<file path="src/rtl/sorted_triple_serializer.sv">
// sorted_triple_serializer
//
// Takes one descending-sorted triple (no1 >= no2 >= no3) per valid/ready
// transfer and replays it as three single-word beats on a valid/ready
// stream, largest word first. Each triple's sort order is checked on
// entry: the result is tagged onto every beat of that triple and also
// latched into a sticky flag. Triples whose last beat has been accepted
// downstream are counted.
//
// Ports:
//   clk, rst          clock; asynchronous active-high reset
//   in_valid/in_ready input handshake, one triple per transfer
//   in_no1..in_no3    triple words, largest first
//   out_valid/out_ready output handshake, one word per beat
//   out_data          current word
//   out_idx           position of out_data in its triple (0..2)
//   out_last          high on the third beat
//   out_err           current triple failed the order check
//   err_sticky        any accepted triple failed the check since reset
//   triple_cnt        completed triples, wraps silently
module sorted_triple_serializer #(
  parameter int WIDTH = 3,
  parameter int CNT_W = 8
) (
  input  logic             clk,
  input  logic             rst,
  input  logic             in_valid,
  output logic             in_ready,
  input  logic [WIDTH-1:0] in_no1,
  input  logic [WIDTH-1:0] in_no2,
  input  logic [WIDTH-1:0] in_no3,
  output logic             out_valid,
  input  logic             out_ready,
  output logic [WIDTH-1:0] out_data,
  output logic [1:0]       out_idx,
  output logic             out_last,
  output logic             out_err,
  output logic             err_sticky,
  output logic [CNT_W-1:0] triple_cnt
);

  typedef enum logic [1:0] {
    IDLE = 2'd0,
    W0   = 2'd1,
    W1   = 2'd2,
    W2   = 2'd3
  } state_t;

  state_t           state_q, state_d;
  logic [WIDTH-1:0] buf1_q, buf2_q, buf3_q;
  logic             buf_err_q;
  logic             err_sticky_q;
  logic [CNT_W-1:0] triple_cnt_q;

  logic accept;
  logic order_bad;
  logic last_done;

  // Ready while empty, or while the final beat is leaving this cycle so a
  // new triple can follow without a bubble. Deliberately independent of
  // in_valid.
  assign in_ready  = !rst && ((state_q == IDLE) || ((state_q == W2) && out_ready));
  assign accept    = in_valid && in_ready;
  assign order_bad = (in_no1 < in_no2) || (in_no2 < in_no3);
  assign last_done = (state_q == W2) && out_ready;

  // Next-state logic
  always_comb begin
    state_d = state_q;
    case (state_q)
      IDLE: if (accept) state_d = W0;
      W0:   if (out_ready) state_d = W1;
      W1:   if (out_ready) state_d = W2;
      W2:   if (out_ready) state_d = accept ? W0 : IDLE;
      default: state_d = IDLE;
    endcase
  end

  // Output decode; everything is a function of registered state, so the
  // beat stays stable while the sink stalls.
  always_comb begin
    out_valid = 1'b0;
    out_data  = '0;
    out_idx   = 2'd0;
    out_last  = 1'b0;
    out_err   = 1'b0;
    case (state_q)
      W0: begin
        out_valid = 1'b1;
        out_data  = buf1_q;
        out_idx   = 2'd0;
        out_err   = buf_err_q;
      end
      W1: begin
        out_valid = 1'b1;
        out_data  = buf2_q;
        out_idx   = 2'd1;
        out_err   = buf_err_q;
      end
      W2: begin
        out_valid = 1'b1;
        out_data  = buf3_q;
        out_idx   = 2'd2;
        out_last  = 1'b1;
        out_err   = buf_err_q;
      end
      default: ;
    endcase
  end

  always_ff @(posedge clk or posedge rst) begin
    if (rst) begin
      state_q      <= IDLE;
      buf1_q       <= '0;
      buf2_q       <= '0;
      buf3_q       <= '0;
      buf_err_q    <= 1'b0;
      err_sticky_q <= 1'b0;
      triple_cnt_q <= '0;
    end else begin
      state_q <= state_d;
      if (accept) begin
        buf1_q       <= in_no1;
        buf2_q       <= in_no2;
        buf3_q       <= in_no3;
        buf_err_q    <= order_bad;
        err_sticky_q <= err_sticky_q | order_bad;
      end
      if (last_done) begin
        triple_cnt_q <= triple_cnt_q + CNT_W'(1);
      end
    end
  end

  assign err_sticky = err_sticky_q;
  assign triple_cnt = triple_cnt_q;

endmodule

</file>
<file path="config.mk">
export PLATFORM = sky130hd
export DESIGN_NAME = sorted_triple_serializer
export DESIGN_NICKNAME = d
export VERILOG_FILES = /design/src/rtl/sorted_triple_serializer.sv
export SDC_FILE = /design/constraint.sdc
export NUM_CORES = 1
export LEC_CHECK = 0
export BUFFER_PORTS_ARGS = -buffer_cell sky130_fd_sc_hd__buf_2
export CORE_MARGIN = 2
export CORE_UTILIZATION = 46
export CTS_CLUSTER_SIZE = 24
export DETAILED_ROUTE_END_ITERATION = 6
export GPL_TIMING_DRIVEN = 0
export PLACE_DENSITY = 0.76
export SYNTH_ARGS = -nofsm -noshare
export SYNTH_HDL_FRONTEND = slang
export SYNTH_SLANG_ARGS = --single-unit
</file>
<file path="constraint.sdc">
create_clock -name clk -period 1.6 [get_ports clk]
set_input_delay 0.08 -clock clk [delete_from_list [all_inputs] [get_ports clk]]
set_output_delay 0.08 -clock clk [all_outputs]
set_load 0.05 [all_outputs]
</file>
* Yosys cells after proc, flatten, opt, wreduce, memory -nomap -nowiden *
Index checks and enable logic that the tools add are counted.

storage, ports and cells
  word-level logic and storage cells = 38
  output and inout port bits = 18
  register bits after elaboration = 21
  bits of input ports = 13

cells by class
  mux-type cells = 11
  add/sub/neg operators = 1
  equality and inequality tests = 7
  reduce and logical (&&, ||, !) cells = 9
  magnitude comparators = 2
  bitwise operators = 1

operator list
  cell                                            count
  one-hot mux 3 bit (3 select lines)              1
  adder 8 x 1 -> 8 bit (second input constant)    1
  2-to-1 mux 2 bit                                4
  inequality test 2 bit (second input constant)   4
  one-hot mux 2 bit (4 select lines)              1
  < comparator 3 bit                              2
  == test 2 bit (second input constant)           2
  2-to-1 mux 1 bit                                4
  one-hot mux 2 bit (2 select lines)              1
  AND reduction 4 bit                             1
  logical AND 1 bit                               3
  OR reduction 3 bit                              1
  == test 2 x 1 -> 1 bit (second input constant)  1
  logical NOT 2 bit                               1
  logical OR 1 bit                                2
  logical NOT 1 bit                               1
  OR 1 bit                                        1

* Logic depth before layout (Yosys ltp) *
  depth in word-level cells = 8
  mapped depth = 7
  mapped depth without buffers = 6

* Worst setup path before layout *
No wires, ideal clock.

  path kind = flip-flop to output port
  start point = register state_q[1]
  end point = output out_data[0]
  buffers on the path = 0
  arrival = 1911 ps
  slack = -391 ps
  data required time = 1520 ps
  cell stages (with the launch flop) = 4
  cell sequence = dfrtp_1 -> ha_1 -> a222oi_1 -> nor2_1

on the way
  cells in the longest elaborated chain, start to end = 2
  elaborated cells on any way between the ends = 4
  classes of those cells = eq/ne: 3; mux: 1

RTL lines
  item                                                     RTL line  source
  from (decl)                                              49        state_t state_q, state_d;
  from (signal assigned)                                   121       state_q <= state_d;
  == test 2 bit or == test 2 x 1 -> 1 bit (tied branches)  87        case (state_q)
  one-hot mux 3 bit (3 select lines) *                     87
  to (decl)                                                34        output logic [WIDTH-1:0] out_data,

Mark *: on every way between the ends. The rest lies on a longest branch, timed or not.

* Worst setup path in the final report *
  start point = register state_q[0]
  end point = output out_data[1]

Same word-level chain as after synthesis.

==> flow_summary.json <==
{
  "cp-end-kind": "primary output",
  "ys_async_sr_fraction": 1.00,
  "cts_sinks": 21,
  "power.density_mw_per_mm2": 2120,
  "grt_overflow": 0,
  "synth_nets": 124,
  "instances_no_fill": 168,
  "synthAdderAreaFrac": 0.134,
  "holdWs_ps": 7.74,
  "antenna_left": 0,
  "preCtsSetupSlack_ps": -192,
  "cts_max_level": 1,
  "antenna_found_initial": 0,
  "critPathBufInv": 2,
  "setup_tns_ps": -782,
  "worstMarginPinSlew_ps": 784,
  "synth_compound_area_frac": 0.0881,
  "path_cells": "buf_6 > ha_4 > a222oi_1 > nor2_2 > buf_6",
  "netlist-cell-type-count": 24,
  "grt_pass1_wl_mm": 3.77,
  "post-dp-hpwl_mm": 1.69,
  "synth.mux.area_fraction": 0.110,
  "insertion_delay_ps": 310,
  "layout_setup_ws_ps": -141,
  "clock_path_buffers": 2,
  "num_vias": 864,
  "p_leak_nw": 0.727,
  "post-route-min-period_ps": 1740,
  "core-area_mm2": 0.00225,
  "period_share": 1.09,
  "fp.dieH_um": 53.4,
  "numPlacedInstances": 157,
  "grt_use_total": 0.184,
  "synth_top_family_by_area": "adder cells",
  "crit_required_ps": 1520,
  "worstPathArrival_ps": 1660,
  "num_io_pins": 31,
  "syn_to_final_growth_pct": 32.6,
  "synth_top_area_share": 0.468,
  "clock.fmax_mhz": 574,
  "synth-seq-cells": 21,
  "grt_start_max_net_pins": 22,
  "clk_pin_slew_worst_paths_ps": 120,
  "grt_pass1_vias": 904,
  "port-buffer-count": 30,
  "yosys.area_share.simple": 0.104,
  "ys.flop_type": "dfrtp_1",
  "multi_input_area_um2": 613,
  "synth_edf_count": 0,
  "layout.nets": 166,
  "final_util": 0.660,
  "routed_wirelength_mm": 2.32,
  "synth_area_mm2": 0.00112,
  "start_util": 0.498,
  "root_buffer": "clkbuf_4",
  "hp-class": "in -> reg",
  "synthCells": 99,
  "crit_path_start_kind": "flop",
  "maxSlewViolCount": 0,
  "crit_fanout": 8,
  "failed_checks": "setup timing",
  "place_congestion": 0.771,
  "max_cap_viol_count": 0,
  "synthXorXnorAreaFrac": 0.0546,
  "cts_buffers": 3,
  "placementRows": 17,
  "crit_family": "flip-flops",
  "dr.pass1.iters": 4,
  "slowest_delay_ps": 430,
  "status": "complete, but fails checks",
  "initialDrtViolationCount": 12,
  "final-hold-violation-count": 0,
  "vias_per_cell": 5.14,
  "worst_path_max_delay_cell": "dfrtp_1",
  "irDropWorstVdd_mv": 1.62,
  "crit_top_cell": "buf_6",
  "synth.most_common_cell": "dfrtp_1",
  "cts_tree": "yes",
  "syn_avg_cell_area_um2": 11.3,
  "antenna_cells": 0,
  "ys_seq_area_frac": 0.468,
  "synth_largest_area_cell": "dfrtp_1",
  "layout-drive-gt1-share": 0.443,
  "synth_area_leaders": "dfrtp_1, ha_1, mux2_1",
  "ys_warn_count": 0,
  "max-slew-margin-rel": 0.477,
  "clock_skew_ps": 6.24,
  "wl_per_cell_um": 13.8,
  "ys_top_cells_by_count": "dfrtp_1, ha_1, inv_1, mux2_1",
  "seq_area_um2": 527,
  "final-setup-viol-count": 14,
  "crit_type": "reg -> out",
  "grt_setup_unrepaired": "true",
  "fp.dieArea_mm2": 0.00285,
  "drc_errors": 0,
  "die-width_um": 53.4,
  "nFillCells": 197
}
[state kept, by name, summed over array words and instances (netlist names)]
signal / cells
err_sticky: 1
buf1_q: 3
buf3_q: 3
triple_cnt: 8
buf2_q: 3
buf_err_q: 1
state_q: 2
[where the power goes]
part | internal, mW | total, mW | switching, mW
Combinational | 0.741 | 1.97 | 1.23
Sequential | 0.745 | 0.926 | 0.181
Clock | 0.0934 | 0.252 | 0.158
[placed cells by master, fill, tap and decap left out, drive strengths merged]
cell / Yosys / final
buf: 2 / 37
dfrtp: 21 / 21
ha: 12 / 12
mux2: 11 / 11
inv: 9 / 9
xnor2: 6 / 6
a21oi: 6 / 6
nand2: 5 / 5
nor2b: 5 / 5
nor2: 4 / 4
clkbuf: 0 / 4
nand4: 3 / 3
a222oi: 3 / 3
o21ai: 3 / 3
o22ai: 2 / 2
nor3: 1 / 1
and2: 1 / 1
xor2: 1 / 1
and4: 1 / 1
and3: 1 / 1
or2: 1 / 1
a21o: 1 / 1
clkinv: 0 / 1
dlygate4sd3: 0 / 1
[layer usage]
metal	global-route usage	routed length, µm	vias up
li1	-	-	427
met1	0.223	1020	408
met2	0.307	1140	22
met3	0.0282	93	7
met4	0.107	63	0
met5	0	0	-
[cell type report]
cell class | count | share of cell area
multi-input cells | 67 | 0.412
flip-flops and latches | 21 | 0.354
repair buffers | 38 | 0.164
well taps | 28 | 0.0235
inverters | 9 | 0.0227
clock buffers | 3 | 0.0151
plain buffers | 1 | 0.00505
clock inverters | 1 | 0.00336
[cell families (layout without fill, tap and decap cells)]
kind of cell,count (synthesis),count (layout)
AO/OA/AOI/OAI,15,15
buffers and inverters,11,52
adder cells (fa/ha/maj),12,12
AND/OR/NAND/NOR,22,22
XOR/XNOR,7,7
flip-flops,21,21
multiplexers,11,11
[per-stage QoR]
stage | instance area (µm²) | total power [mW]
after detailed placement | 1330 | 2.59
after global placement | 1330 | 2.54
after global routing | 1490 | 3.33
after CTS | 1460 | 3.09
after floorplan | 1150 | 2.24
final | 1490 | 3.15
[final timing paths]
path	start	end	slack, ps	cells past startpoint
max in group asynchronous	rst	state_q[1]	600	3
worst min-delay path	in_no1[2]	buf1_q[2]	8	2
worst max register to register	state_q[0]	state_q[1]	-110	6
min in group asynchronous	rst	triple_cnt[3]	470	3
worst min register to register	err_sticky	err_sticky	470	1
worst max-delay path	state_q[0]	out_data[1]	-140	5
[repair_timing]
item / CTS / global route
hold buffers: 1 / 0
endpoints found under the setup margin: 17 / 20
hold endpoints to repair: 21 / 0
setup buffers: 6 / 1
gates resized for setup: 14 / 9
pin swaps: 3 / 1
Note: power is estimated with default switching activity, not from simulation.
